### src/rtl/uart_pkg.sv
// rtl/uart_pkg.sv - shared types and constants for the UART TX arbiter slice
package uart_pkg;

   typedef enum logic [1:0] {
      ST_IDLE,
      ST_SEND,
      ST_GAP
   } state_t;

   localparam logic REQ_CPU = 1'b0;
   localparam logic REQ_DBG = 1'b1;

   localparam int CNT_W = 16;

endpackage

### src/rtl/uart_rr_arb2.sv
// rtl/uart_rr_arb2.sv - two-way round-robin grant, purely combinational
module uart_rr_arb2
   import uart_pkg::*;
(
   input  logic [1:0] valid,
   input  logic       rr_ptr,
   input  logic       en,
   output logic [1:0] gnt,
   output logic       gnt_id
);

   // rr_ptr only matters on contention; a lone requester always wins
   always_comb begin
      gnt_id = (valid == 2'b11) ? rr_ptr : valid[1];
      gnt    = 2'b00;
      if (en && (valid != 2'b00))
         gnt = (gnt_id == REQ_DBG) ? 2'b10 : 2'b01;
   end

endmodule

### src/rtl/uart_tx_arbiter.sv
// rtl/uart_tx_arbiter.sv - shares one UART transmitter between CPU and debug byte sources
module uart_tx_arbiter
   import uart_pkg::*;
#(
   parameter int GAP_CYCLES     = 2,
   parameter int TIMEOUT_CYCLES = 20000
) (
   input  logic       clk,
   input  logic       rst,
   input  logic       req0_valid,
   input  logic [7:0] req0_data,
   output logic       req0_ready,
   input  logic       req1_valid,
   input  logic [7:0] req1_data,
   output logic       req1_ready,
   output logic       tx_en,
   output logic [7:0] tx_data,
   input  logic       tx_done,
   output logic       busy,
   output logic       grant_id,
   output logic       sent,
   output logic       timeout_err,
   input  logic       err_clr
);

   localparam logic [CNT_W-1:0] GAP_LAST = CNT_W'(GAP_CYCLES - 1);
   localparam logic [CNT_W-1:0] TO_LAST  = CNT_W'(TIMEOUT_CYCLES - 1);

   state_t           state;
   logic [CNT_W-1:0] cnt;
   logic             rr_ptr;
   logic [1:0]       gnt;
   logic             gnt_id;

   uart_rr_arb2 u_arb (
      .valid  ({req1_valid, req0_valid}),
      .rr_ptr (rr_ptr),
      .en     (state == ST_IDLE),
      .gnt    (gnt),
      .gnt_id (gnt_id)
   );

   assign req0_ready = gnt[0];
   assign req1_ready = gnt[1];

   always_ff @(posedge clk or posedge rst) begin
      if (rst) begin
         state       <= ST_IDLE;
         cnt         <= '0;
         rr_ptr      <= REQ_CPU;
         tx_en       <= 1'b0;
         tx_data     <= 8'h00;
         grant_id    <= REQ_CPU;
         busy        <= 1'b0;
         sent        <= 1'b0;
         timeout_err <= 1'b0;
      end else begin
         sent <= 1'b0;
         // A timeout assignment later in this block overrides the clear
         if (err_clr)
            timeout_err <= 1'b0;
         case (state)
            ST_IDLE: begin
               if (gnt != 2'b00) begin
                  tx_data  <= (gnt_id == REQ_DBG) ? req1_data : req0_data;
                  grant_id <= gnt_id;
                  rr_ptr   <= ~gnt_id;
                  cnt      <= '0;
                  tx_en    <= 1'b1;
                  busy     <= 1'b1;
                  state    <= ST_SEND;
               end
            end
            ST_SEND: begin
               if (tx_done) begin
                  sent  <= 1'b1;
                  cnt   <= '0;
                  tx_en <= 1'b0;
                  state <= ST_GAP;
               end else if (cnt == TO_LAST) begin
                  timeout_err <= 1'b1;
                  cnt         <= '0;
                  tx_en       <= 1'b0;
                  state       <= ST_GAP;
               end else begin
                  cnt <= cnt + 1'b1;
               end
            end
            ST_GAP: begin
               if (cnt == GAP_LAST) begin
                  cnt   <= '0;
                  busy  <= 1'b0;
                  state <= ST_IDLE;
               end else begin
                  cnt <= cnt + 1'b1;
               end
            end
            default: begin
               state <= ST_IDLE;
               tx_en <= 1'b0;
               busy  <= 1'b0;
            end
         endcase
      end
   end

endmodule
### config.mk
export PLATFORM = sky130hd
export DESIGN_NAME = uart_tx_arbiter
export DESIGN_NICKNAME = d
export VERILOG_FILES = /design/src/rtl/uart_pkg.sv /design/src/rtl/uart_rr_arb2.sv /design/src/rtl/uart_tx_arbiter.sv
export SDC_FILE = /design/constraint.sdc
export NUM_CORES = 1
export LEC_CHECK = 0
export BUFFER_PORTS_ARGS = -buffer_cell sky130_fd_sc_hd__buf_2
export CORE_ASPECT_RATIO = 1.75
export CORE_MARGIN = 3
export CORE_UTILIZATION = 51
export CTS_CLUSTER_DIAMETER = 30
export DETAILED_ROUTE_END_ITERATION = 8
export PLACE_DENSITY = 0.75
export SYNTH_ARGS = -nofsm -noshare
export SYNTH_HDL_FRONTEND = slang
export SYNTH_HIERARCHICAL = 1
export SYNTH_SLANG_ARGS = --single-unit
### constraint.sdc
create_clock -name clk -period 5.6 [get_ports clk]
set_input_delay 0.28 -clock clk [delete_from_list [all_inputs] [get_ports clk]]
set_output_delay 0.28 -clock clk [all_outputs]
set_load 0.005 [all_outputs]
After elaboration in Yosys (flattened, before gate mapping)
Cells that the tools add are included.
Storage, ports and cells
  logic and storage cells: 57
  bits of input ports: 22
  output and inout bits: 15
  flip-flop bits (word level): 32
Operators by class
  reduce and logical (&&, ||, !) cells: 10
  bitwise logic cells: 3
  add/sub/neg operators: 1
  multiplexer cells: 26
  equal/unequal tests: 8
Operators by type and width (count)
  $mux W16: 4
  $pmux W16 S3: 1
  $add A16 B1 Y16 const B: 1
  $eq A16 B1 Y1 const B: 1
  $eq A16 B15 Y1 const B: 1
  $mux W2: 6
  $mux W1: 11
  $reduce_and A3 Y1: 3
  $mux W8: 1
  $pmux W1 S3: 2
  $pmux W2 S3: 1
  $eq A2 B2 Y1 const B: 2
  $ne A2 B2 Y1 const B: 2
  $reduce_and A2 Y1: 2
  $reduce_bool A2 Y1: 2
  $ne A3 B3 Y1 const B: 1
  $not A1 Y1: 3
  $reduce_bool A3 Y1: 1
  $eq A2 B1 Y1 const B: 1
  $logic_not A2 Y1: 1
  $logic_and A1 B1 Y1: 1

Depth between registers and ports, before layout
  word-level depth: 7
  mapped depth: 10
  gate-level depth less buffers: 9

Modules after synthesis
Netlist, hierarchy kept.
By module, submodules not included
  uart_tx_arbiter: cells each 187, area an instance 1805.5 um^2, times used 1, seq. area each 800.8 um^2
  uart_rr_arb2: cells each 5, area an instance 27.5 um^2, times used 1, seq. area each 0.0 um^2

Worst setup path after synthesis
OpenSTA, ideal clock, no wires.
  path type: reg-to-reg
  start point: register state[0]
  end point: register cnt[14]
  data required time: 5.533 ns
  stages on the path, launching flop included: 10
  clock period less this slack: 2.090 ns
  path buffers: 1
  arrival time: 2.023 ns
  library setup time: 0.067 ns
  slack: 3.510 ns
  path through: dfrtp_1 -> inv_1 -> ha_1 -> nand2_1 -> a21oi_1 -> nor2_1 -> a21o_1 -> clkbuf_1 -> nor2_1 -> a22o_1
Between the ends
  word-level cells in the longest chain between the ends: 6
  elaborated cells between the ends (all ways): 10
  those cells by class: eq/ne (3); mux (2); reduce/logical (5)
RTL lines
  start, declared: RTL line uart_tx_arbiter.sv:29  | state_t state;
  start signal, assigned: RTL line uart_tx_arbiter.sv:48  | state <= ST_IDLE;
  start signal, assigned: RTL line uart_tx_arbiter.sv:71  | state <= ST_SEND;
  start signal, assigned: RTL line uart_tx_arbiter.sv:79  | state <= ST_GAP;
  $logic_not A2 Y1: RTL line uart_tx_arbiter.sv:38  | .en (state == ST_IDLE),
  $logic_and A1 B1 Y1: RTL line uart_rr_arb2.sv:16  | if (en && (valid != 2'b00))
  $mux W2: RTL line uart_rr_arb2.sv:16
  via req0_ready: RTL line uart_tx_arbiter.sv:12  | output logic req0_ready,
  $reduce_bool A2 Y1: RTL line uart_tx_arbiter.sv:64  | if (gnt != 2'b00) begin
  $ne A2 B2 Y1 (no line)
  $reduce_and A2 Y1 (no line)
  end signal, assigned: RTL line uart_tx_arbiter.sv:86  | cnt <= cnt + 1'b1;
  end signal, assigned: RTL line uart_tx_arbiter.sv:95  | cnt <= cnt + 1'b1;
  end, declared: RTL line uart_tx_arbiter.sv:30  | logic [CNT_W-1:0] cnt;
The timed path passes the listed nets, and every way through them passes these cells.
A chain may end at the register's enable or synchronous reset.

Worst setup path in the final report
  start point: register state[0]
  end point: register cnt[11]
Between the ends
  word-level cells in the longest chain between the ends: 6
  elaborated cells between the ends (all ways): 10
  those cells by class: eq/ne (3); mux (2); reduce/logical (5)
RTL lines (RTL line)
  $logic_not A2 Y1: uart_tx_arbiter.sv:38, uart_tx_arbiter.sv:62
  $logic_and A1 B1 Y1: uart_rr_arb2.sv:16
  $mux W2: uart_rr_arb2.sv:16
  $reduce_bool A2 Y1: uart_tx_arbiter.sv:64
  $ne A2 B2 Y1 (no line)
  $reduce_and A2 Y1 (no line)
Several ways; a longest one is shown, not always the timed one.

==> flow_summary.json <==
{
  "dieArea_um2": 4380,
  "place_ws_ps": 3030,
  "via_per_inst": 5.82,
  "cp_max_fo": 12,
  "cts_buffers": 5,
  "worst_slack_ps": 2980,
  "min_period_over_period_pct": 46.8,
  "ir_worst_vdd_mv": 0.225,
  "period_needed_ps": 2620,
  "tns_ps": 0,
  "ys_seq_area_share_pct": 43.7,
  "required_ps": 5790,
  "power.leakage_nw": 0.998,
  "area_growth_syn_to_layout_pct": 17.4,
  "cp_common_cell": "a21oi_1",
  "routabilityCongestion": 0.856,
  "die-width_um": 51.3,
  "pin_count": 37,
  "grt_busiest_layer": "met2",
  "grtUsageMet3_pct": 4.39,
  "synth_fp_nets": 220,
  "mostFrequentLayoutCells": "buf_2, dfrtp_1, nand2_1",
  "yosysWarnings": 6,
  "grtUsageMet1_pct": 20.5,
  "cts_hold_buf": 0,
  "fmax_mhz": 381,
  "synth_seq_cells": 32,
  "num_antenna_cells": 0,
  "cts_resized": 0,
  "reg2reg_to": "cnt[11]",
  "cpPeakStageDelay_ps": 770,
  "fillCellCount": 312,
  "synthArstFlopShare_pct": 100,
  "grt_use_total_pct": 20.2,
  "syn-mean-instance-area_um2": 9.55,
  "skew_ps": 4.16,
  "crit_slowest_cell": "a21oi_1",
  "cts.path.max_buffers": 2,
  "netlist_instances": 192,
  "antenna_found_initial": 0,
  "worst_hold_path_type": "in2async",
  "drtIter0Drc": 44,
  "postRouteAntennaNets": 0,
  "tightest_slew_ps": 943,
  "drc": 0,
  "cp.arrival_ps": 2810,
  "cts_setup_buffers": 0,
  "crit_path_end_kind": "flop",
  "tritoncts": "done",
  "htree_levels": 2,
  "core_area_um2": 3430,
  "status": "complete, no violations",
  "maxSlewViolCount": 0,
  "grt-ovfl-total": 0,
  "vias": 1600,
  "startpoint_type": "flop",
  "r2r_slack_ps": 2980,
  "synth_flop_cell": "dfrtp_1",
  "p_per_area_nw_per_um2": 425,
  "grt_pass1_wl_mm": 6.69,
  "layout.nets": 257,
  "rsz0062_at_grt": "false",
  "rows": 28,
  "finalPower_mw": 0.914,
  "finalHoldViolations": 0,
  "path_clk_slew_ps": 70,
  "cts.sink_count": 32,
  "max_slew_margin_pct": 37.1,
  "final_common_cell": "buf_2",
  "wl_mm": 4.03,
  "clk_latency_ps": 280,
  "synth_edf_count": 0,
  "fp.dieH_um": 85.3,
  "syn_area_um2": 1830,
  "worstSetupPathType": "reg2reg",
  "crit_path_cell_trace": "inv_1 > ha_1 > nand2_1 > a21oi_1 > nor2_1 > a21oi_1 > nand2b_1 > o311ai_1",
  "start_util_pct": 53.4,
  "ys_types": 42,
  "grt_use_met2_pct": 37.0,
  "setup_viol": 0,
  "place_hpwl_mm": 2.97,
  "cap_violations": 0,
  "drive_above_1_share_pct": 22.6,
  "wire_per_inst_um": 14.6,
  "first_pass_iters": 4,
  "reg2reg_from": "state[0]",
  "grt_max_degree": 33,
  "root_buffer": "clkbuf_8",
  "io_buffers": 36,
  "ff2ff_path_depth": 8,
  "grt_pass1_vias": 1540
}
## power breakdown
part	leakage (nW)	internal [mW]	switching, mW
Clock	0.0552	0.132	0.0833
Sequential	0.426	0.286	0.0305
Combinational	0.517	0.150	0.232
Total	0.998	0.568	0.346
## routing by layer
layer  vias to the layer above  share of wire (%)
li1                        785                  -
met1                       743                 40
met2                        57                 53
met3                        15                4.6
met4                         0                3.0
met5                         -                  0
## sequential cells by signal (all words and copies together), names as in the netlist
name and flops:
busy 1, sent 1, timeout_err 1, rr_ptr 1, tx_en 1, tx_data 8, cnt 16, state 2
grant_id 1
## cell usage after synthesis (all sizes together) (4+ instances only)
| library cell | count | area (um2) |
|---|---|---|
| dfrtp | 32 | 801 |
| clkbuf | 5 | 18.8 |
| and3 | 4 | 25.0 |
| nor4 | 4 | 46.3 |
| nor3 | 9 | 50.1 |
| a21oi | 6 | 33.8 |
| o21ai | 22 | 110 |
| inv | 7 | 26.3 |
| nor2 | 10 | 37.5 |
| nand3 | 10 | 50.1 |
| nand4 | 4 | 25.0 |
| mux2i | 9 | 90.1 |
| nand2 | 20 | 75.1 |
| a22o | 7 | 61.3 |
| ha | 6 | 75.1 |
## worst max-delay path: cells and delay by family (launching register included)
family | cells | cell delay [ps]
AOI/OAI and AO/OA | 3 | 1270
and+or+nand+nor | 3 | 430
buffers and inverters | 1 | 100
adders and majority gates | 1 | 310
DFF | 1 | 420
## metrics by stage
stage                     cell area [um2]  hold slack (ps)  util [%]  instances
after floorplan                      1830              386         -        192
after global placement               2040              385      59.5        267
after detailed placement             2040              390      59.5        267
after CTS                            2150             88.7      62.7        275
after global routing                 2150              104      62.7        275
final                                2150             68.1      62.7        275
## final cells by class
type / count / area (um2) / share of cell area (%)
clock buffer: 6 / 72.6 / 3.37
clock inverter: 2 / 35.0 / 1.63
inverter: 7 / 26.3 / 1.22
multi-input combinational: 145 / 966 / 44.9
sequential: 32 / 801 / 37.2
tap: 45 / 56.3 / 2.62
timing repair buffer: 38 / 195 / 9.07
## kinds of logic (layout without fill, tap and decap cells)
logic type / after synthesis / count (layout) / synth area share (%)
and+or+nand+nor: 78 / 78 / 23.8
AOI/OAI and AO/OA: 50 / 50 / 18.8
xor gates and xnor gates: 1 / 1 / 0.478
buffers and inverters: 15 / 53 / 3.62
muxes: 10 / 10 / 5.53
adders and majority gates: 6 / 6 / 4.10
DFF: 32 / 32 / 43.7
## how the worst max path moves through the flow
stage	start	end	slack, ps	cells past startpoint
CTS	state[0]	cnt[5]	3010	8
detailed placement	state[0]	cnt[5]	3030	8
floorplan	state[0]	cnt[14]	3510	9
finish	state[0]	cnt[11]	2980	8
global route	state[0]	cnt[11]	2710	8
global placement	state[0]	cnt[11]	3130	8
Power figures use the tool's default switching activity.
